===== config.mk =====
export PLATFORM = sky130hd
export DESIGN_NAME = mc_control_unit
export DESIGN_NICKNAME = d
export VERILOG_FILES = /design/src/rtl/mc_control_unit.sv
export SDC_FILE = /design/constraint.sdc
export NUM_CORES = 1
export LEC_CHECK = 0
export ABC_AREA = 1
export CAP_MARGIN = 20
export CORE_ASPECT_RATIO = 0.8
export CORE_UTILIZATION = 40
export CTS_BUF_LIST = sky130_fd_sc_hd__clkbuf_2 sky130_fd_sc_hd__clkbuf_4 sky130_fd_sc_hd__clkbuf_8
export DETAILED_ROUTE_END_ITERATION = 8
export GPL_ROUTABILITY_DRIVEN = 0
export GPL_TIMING_DRIVEN = 0
export PLACE_DENSITY = 0.77
export RECOVER_POWER = 50
export SLEW_MARGIN = 30
export SYNTH_ARGS = -nofsm -noshare
export SYNTH_HDL_FRONTEND = slang
export SYNTH_SLANG_ARGS = --single-unit
export TNS_END_PERCENT = 100

===== constraint.sdc =====
create_clock -name clk -period 1.3 [get_ports clk]
set_input_delay 0.195 -clock clk [delete_from_list [all_inputs] [get_ports clk]]
set_output_delay 0.195 -clock clk [all_outputs]
set_load 0.01 [all_outputs]

===== src/rtl/mc_control_unit.sv =====
// mc_control_unit -- multicycle RISC-V control unit (Moore FSM).
//
// Sequences each instruction through FETCH/DECODE/execute/writeback states
// and drives the datapath mux selects and register enables. Memory states
// wait on mem_ready under a bounded wait counter; an expired wait, an
// unknown opcode or an unsupported branch funct3 parks the unit in FAULT
// until reset.
//
// Ports
//   clk, reset            clock; asynchronous active-low reset
//   op, funct3, funct7_5  instruction register fields
//   Zero                  ALU zero flag (branch resolution)
//   mem_ready             memory completes the current request this cycle
//   MemReq, MemWrite      memory request / store strobe
//   PCWrite, IRWrite, RegWrite  register enables
//   AdrSrc                memory address select (0=PC, 1=Result)
//   ALUSrcA, ALUSrcB      ALU operand selects
//   ResultSrc, ImmSrc     result mux select / immediate format
//   ALUControl            ALU operation code
//   Retire                one-cycle pulse per completed instruction
//   Fault                 error flag, held until reset
//   state_o               current state code
module mc_control_unit #(
    parameter int MEM_TIMEOUT = 16,
    parameter int ALUCTRL_W   = 4
) (
    input  logic                 clk,
    input  logic                 reset,
    input  logic [6:0]           op,
    input  logic [2:0]           funct3,
    input  logic                 funct7_5,
    input  logic                 Zero,
    input  logic                 mem_ready,
    output logic                 MemReq,
    output logic                 MemWrite,
    output logic                 PCWrite,
    output logic                 IRWrite,
    output logic                 RegWrite,
    output logic                 AdrSrc,
    output logic [1:0]           ALUSrcA,
    output logic [1:0]           ALUSrcB,
    output logic [1:0]           ResultSrc,
    output logic [2:0]           ImmSrc,
    output logic [ALUCTRL_W-1:0] ALUControl,
    output logic                 Retire,
    output logic                 Fault,
    output logic [3:0]           state_o
);

    typedef enum logic [3:0] {
        S_FETCH    = 4'd0,
        S_DECODE   = 4'd1,
        S_MEMADR   = 4'd2,
        S_MEMREAD  = 4'd3,
        S_MEMWB    = 4'd4,
        S_MEMWRITE = 4'd5,
        S_EXECR    = 4'd6,
        S_EXECI    = 4'd7,
        S_ALUWB    = 4'd8,
        S_BRANCH   = 4'd9,
        S_JAL      = 4'd10,
        S_LUI      = 4'd11,
        S_FAULT    = 4'd15
    } state_t;

    localparam logic [ALUCTRL_W-1:0] ALU_ADD  = ALUCTRL_W'(0);
    localparam logic [ALUCTRL_W-1:0] ALU_SUB  = ALUCTRL_W'(1);
    localparam logic [ALUCTRL_W-1:0] ALU_AND  = ALUCTRL_W'(2);
    localparam logic [ALUCTRL_W-1:0] ALU_OR   = ALUCTRL_W'(3);
    localparam logic [ALUCTRL_W-1:0] ALU_XOR  = ALUCTRL_W'(4);
    localparam logic [ALUCTRL_W-1:0] ALU_SLT  = ALUCTRL_W'(5);
    localparam logic [ALUCTRL_W-1:0] ALU_SLL  = ALUCTRL_W'(6);
    localparam logic [ALUCTRL_W-1:0] ALU_SRL  = ALUCTRL_W'(7);
    localparam logic [ALUCTRL_W-1:0] ALU_SRA  = ALUCTRL_W'(8);
    localparam logic [ALUCTRL_W-1:0] ALU_PASSB = ALUCTRL_W'(9);
    localparam logic [ALUCTRL_W-1:0] ALU_SLTU = ALUCTRL_W'(10);

    localparam logic [7:0] WAIT_LAST = 8'(MEM_TIMEOUT - 1);

    state_t     state, state_nx;
    logic [7:0] wait_cnt;
    logic       mem_wait, timeout, br_ok;

    // Only beq/bne are supported; anything else in BRANCH is a fault.
    assign br_ok = (funct3 == 3'b000) || (funct3 == 3'b001);

    // mem_ready only means something while a request is outstanding.
    assign mem_wait = MemReq && !mem_ready;
    // This cycle would be the MEM_TIMEOUT-th unanswered one; a ready in the
    // same cycle still completes the access because mem_wait is then 0.
    assign timeout  = mem_wait && (wait_cnt == WAIT_LAST);

    always_comb begin
        state_nx = state;
        case (state)
            S_FETCH:    if (mem_ready) state_nx = S_DECODE;
            S_DECODE: begin
                case (op)
                    7'b0000011, 7'b0100011: state_nx = S_MEMADR;
                    7'b0110011:             state_nx = S_EXECR;
                    7'b0010011:             state_nx = S_EXECI;
                    7'b1100011:             state_nx = S_BRANCH;
                    7'b1101111:             state_nx = S_JAL;
                    7'b0110111:             state_nx = S_LUI;
                    default:                state_nx = S_FAULT;
                endcase
            end
            S_MEMADR:   state_nx = op[5] ? S_MEMWRITE : S_MEMREAD;
            S_MEMREAD:  if (mem_ready) state_nx = S_MEMWB;
            S_MEMWB:    state_nx = S_FETCH;
            S_MEMWRITE: if (mem_ready) state_nx = S_FETCH;
            S_EXECR,
            S_EXECI:    state_nx = S_ALUWB;
            S_ALUWB:    state_nx = S_FETCH;
            S_BRANCH:   state_nx = br_ok ? S_FETCH : S_FAULT;
            S_JAL,
            S_LUI:      state_nx = S_ALUWB;
            default:    state_nx = S_FAULT;
        endcase
        if (timeout) state_nx = S_FAULT;
    end

    always_ff @(posedge clk or negedge reset) begin
        if (!reset) begin
            state    <= S_FETCH;
            wait_cnt <= 8'd0;
        end else begin
            state    <= state_nx;
            // Counter restarts on any completion or state change.
            wait_cnt <= (mem_wait && state_nx == state) ? wait_cnt + 8'd1 : 8'd0;
        end
    end

    // Moore decode; only the FETCH/BRANCH enables, the MEMWRITE retire and
    // the EXEC ALU op look at inputs.
    always_comb begin
        MemReq     = 1'b0;
        MemWrite   = 1'b0;
        PCWrite    = 1'b0;
        IRWrite    = 1'b0;
        RegWrite   = 1'b0;
        AdrSrc     = 1'b0;
        ALUSrcA    = 2'd0;
        ALUSrcB    = 2'd0;
        ResultSrc  = 2'd0;
        ImmSrc     = 3'd0;
        ALUControl = ALU_ADD;
        Retire     = 1'b0;
        Fault      = 1'b0;
        case (state)
            S_FETCH: begin
                MemReq    = 1'b1;
                ALUSrcB   = 2'd2;
                ResultSrc = 2'd2;
                // reset gating keeps the enables low while reset is held.
                IRWrite   = mem_ready && reset;
                PCWrite   = mem_ready && reset;
            end
            S_DECODE: begin
                ALUSrcA = 2'd1;
                ALUSrcB = 2'd1;
                ImmSrc  = 3'd2;
            end
            S_MEMADR: begin
                ALUSrcA = 2'd2;
                ALUSrcB = 2'd1;
                ImmSrc  = op[5] ? 3'd1 : 3'd0;
            end
            S_MEMREAD: begin
                MemReq = 1'b1;
                AdrSrc = 1'b1;
            end
            S_MEMWB: begin
                ResultSrc = 2'd1;
                RegWrite  = 1'b1;
                Retire    = 1'b1;
            end
            S_MEMWRITE: begin
                MemReq   = 1'b1;
                MemWrite = 1'b1;
                AdrSrc   = 1'b1;
                Retire   = mem_ready;
            end
            S_EXECR, S_EXECI: begin
                ALUSrcA = 2'd2;
                ALUSrcB = (state == S_EXECI) ? 2'd1 : 2'd0;
                case (funct3)
                    3'b000:  ALUControl = (state == S_EXECR && funct7_5) ? ALU_SUB : ALU_ADD;
                    3'b001:  ALUControl = ALU_SLL;
                    3'b010:  ALUControl = ALU_SLT;
                    3'b011:  ALUControl = ALU_SLTU;
                    3'b100:  ALUControl = ALU_XOR;
                    3'b101:  ALUControl = funct7_5 ? ALU_SRA : ALU_SRL;
                    3'b110:  ALUControl = ALU_OR;
                    default: ALUControl = ALU_AND;
                endcase
            end
            S_ALUWB: begin
                RegWrite = 1'b1;
                Retire   = 1'b1;
            end
            S_BRANCH: begin
                ALUSrcA    = 2'd2;
                ALUControl = ALU_SUB;
                PCWrite    = (funct3 == 3'b000) ? Zero :
                             (funct3 == 3'b001) ? !Zero : 1'b0;
                Retire     = br_ok;
            end
            S_JAL: begin
                ALUSrcA = 2'd1;
                ALUSrcB = 2'd2;
                PCWrite = 1'b1;
            end
            S_LUI: begin
                ALUSrcB    = 2'd1;
                ImmSrc     = 3'd4;
                ALUControl = ALU_PASSB;
            end
            S_FAULT: Fault = 1'b1;
            default: Fault = 1'b1;
        endcase
    end

    assign state_o = state;

endmodule


==> flow_summary.yaml <==
outcome:
  status: "finished, violations left"
  violations: "negative setup slack"
routing:
  first_pass_iters: 4
  routed_wl_um: 3770
  wl_per_cell_um: 14.4
  antenna_left: 0
  num_vias: 1423
  drc: 0
  first_iter_violations: 115
  vias_per_cell: 5.45
sta:
  setup_viol: 33
  finalClockSkew_ps: 6.93
  tightest_slew_ps: 616
  fmax_ghz: 0.564
  setup_slack_ps: -473
  drv_slew: 0
  report.final.hold_viol_count: 0
  period_needed_ps: 1770
  fin_setup_tns_ps: -10720
  finalCritPeriodShare: 1.36
  rsz0062_at_grt: "true"
  worst_hold_slack_ps: 25.7
  slew_headroom: 0.589
pwr:
  vdd_drop_max_uv: 469
  p_sw_mw: 0.188
  leakagePower_nw: 0.848
  p_sw_frac: 0.241
  powerDensity_mw_per_mm2: 452
  power_frac_seq: 0.479
  power_frac_clock: 0.390
  p_int_mw: 0.591
  p_comb_frac: 0.131
  p_total_mw: 0.779
place:
  placed_area_mm2: 0.00148
  pre_cts_ws_ps: -755
  io_buffers: 39
  dpl.hpwl_um: 2310
  dp.cells: 240
worst_setup_path:
  reg2reg_slack_ps: -430
  cp-end-kind: "output pin"
  critPathKind: "flop to output pin"
  rr_endpoint: "wait_cnt[4]"
  cp_max_fo: 4
  cp_data_arrival_time_ps: 1580
  r2r-start: "state_o[3]"
  required_ps: 1110
  cp-start-kind: "flop"
  r2r_cells: 11
synth:
  synth_most_common_cell: "nand2_1"
  synthFlopType: "dfrtp_1"
  synth-seq-cells: 12
  synth_common_cells: "44 x nand2_1, 29 x nor2_1, 27 x inv_1"
  async_reset_ff_frac: 1.00
  avgSynthCellArea_um2: 6.12
  synth_edf_count: 0
  synth-seq-area-share: 0.294
  synthCells: 167
  synth_top_area_frac: 0.294
  synth_fp_nets: 183
  post-synth-top-area-cell: "dfrtp_1"
  syn-cell-area_mm2: 0.00102
  yosys_warnings: 0
  synth_cell_types: 24
  synth.area.top_cells: "dfrtp_1 29%, nand2_1 16%, nor2_1 11%, inv_1 9.9%, nand3_1 6.4%"
run:
  maxCapViolCount: 0
clocking:
  cts-htree-levels: 1
  hold_buffers: 0
  cts-root-buf: "clkbuf_4"
  clk_path_buf_depth: 2
  worstSkewPairLatency_ps: 280
  clk_pin_slew_worst_paths_ps: 80
  clock-sinks: 12
  numCtsBuffers: 3
  cts_tree: "done"
finish:
  finalCoreUtilization: 0.752
  fin_nets: 244
  n_antenna_cell: 0
  drive_above_1_share: 0.396
  final_cell_area_mm2: 0.00172
  syn_to_final_growth_pct: 68.5
  layout.cells.non_filler: 261
global_routing:
  grt_overflow: 0
  grt_antenna_before_repair: 0
  grt_pass1_vias: 1234
  grt_pass1_wl_um: 5330
  grtUsageTotal: 0.265
  grt_max_degree: 14
floorplanning:
  dieArea_mm2: 0.00276
  placeableCoreArea_mm2: 0.00229
  die_w_um: 58.5
  start_util: 0.446
  die_h_um: 47.2
  pin_count: 40
  rows: 15
hold_path:
  hp-class: "input pin to asynchronous set/reset pin"
## layout by cell type (no fill, tap or decap), drive strengths merged
master / n
nand2: 46
o2111ai: 1
ha: 1
nor2: 31
nand3: 16
o221ai: 1
nand3b: 1
a21oi: 4
dfrtp: 12
clkdlybuf4s15: 4
a31oi: 1
buf: 34
inv: 28
a31o: 1
xnor2: 2
o22ai: 2
o21ai: 6
clkbuf: 8
clkdlybuf4s50: 13
xor2: 2
and3: 1
dlygate4sd2: 1
nand4: 5
nor3: 6
## cell type report
class	instances	area, µm²
Tap cell	34	42.5
Clock buffer	4	36.3
Inverter	28	108
Fill cell	174	567
Timing Repair Buffer	56	465
Multi-Input combinational cell	127	766
Sequential cell	12	305
## logic make-up after synthesis
group	count (synthesis)	share of synthesized area
buf+inv	28	0.103
xor+xnor	4	0.0343
fa+ha+maj	1	0.0122
flops	12	0.294
compound gates	16	0.0930
simple gates	106	0.464
## power groups by stage
stage | Sequential [mW] | Clock (mW) | Combinational, mW
floorplan | 0.380 | 0 | 0.0317
global placement | 0.380 | 0 | 0.0943
detailed placement | 0.380 | 0 | 0.0976
CTS | 0.373 | 0.299 | 0.0973
global route | 0.373 | 0.329 | 0.111
finish | 0.373 | 0.304 | 0.102
## timing repair
action                                  in CTS  in global routing
resized for setup                          114                 27
pin swaps                                    6                 10
setup buffers                               13                  5
hold endpoints to repair                     0                  0
endpoints found under the setup margin      35                 36
## flip-flops by register name, indices dropped and copies added (netlist names)
register	flops
state_o	4
wait_cnt	8
## per-layer routing
| metal | GRT usage | up-vias | wire length, µm |
|---|---|---|---|
| met2 | 0.471 | 92 | 1870 |
| met4 | 0.119 | 0 | 114 |
| met5 | 0 | - | 0 |
| li1 | - | 658 | - |
| met1 | 0.313 | 657 | 1440 |
| met3 | 0.0634 | 16 | 338 |
## critical path, stage by stage, from the launching register on
cell     delay (ps)
dfrtp_2         480
buf_6           160
nor2_4          100
nand3_2          70
nor2_1          100
nor3_1           70
o22ai_1         160
buf_2           160
## how the worst max path moves through the flow
| stage | cells after the start | endpoint | slack (ps) | from |
|---|---|---|---|---|
| global route | 7 | PCWrite | -520 | state_o[2] |
| CTS | 7 | PCWrite | -380 | state_o[3] |
| finish | 7 | ALUControl[0] | -470 | state_o[3] |
| floorplan | 10 | wait_cnt[2] | -10 | state_o[3] |
| detailed placement | 4 | PCWrite | -750 | reset |
| global placement | 4 | PCWrite | -750 | reset |
Note: power is estimated with default switching activity, not from simulation.
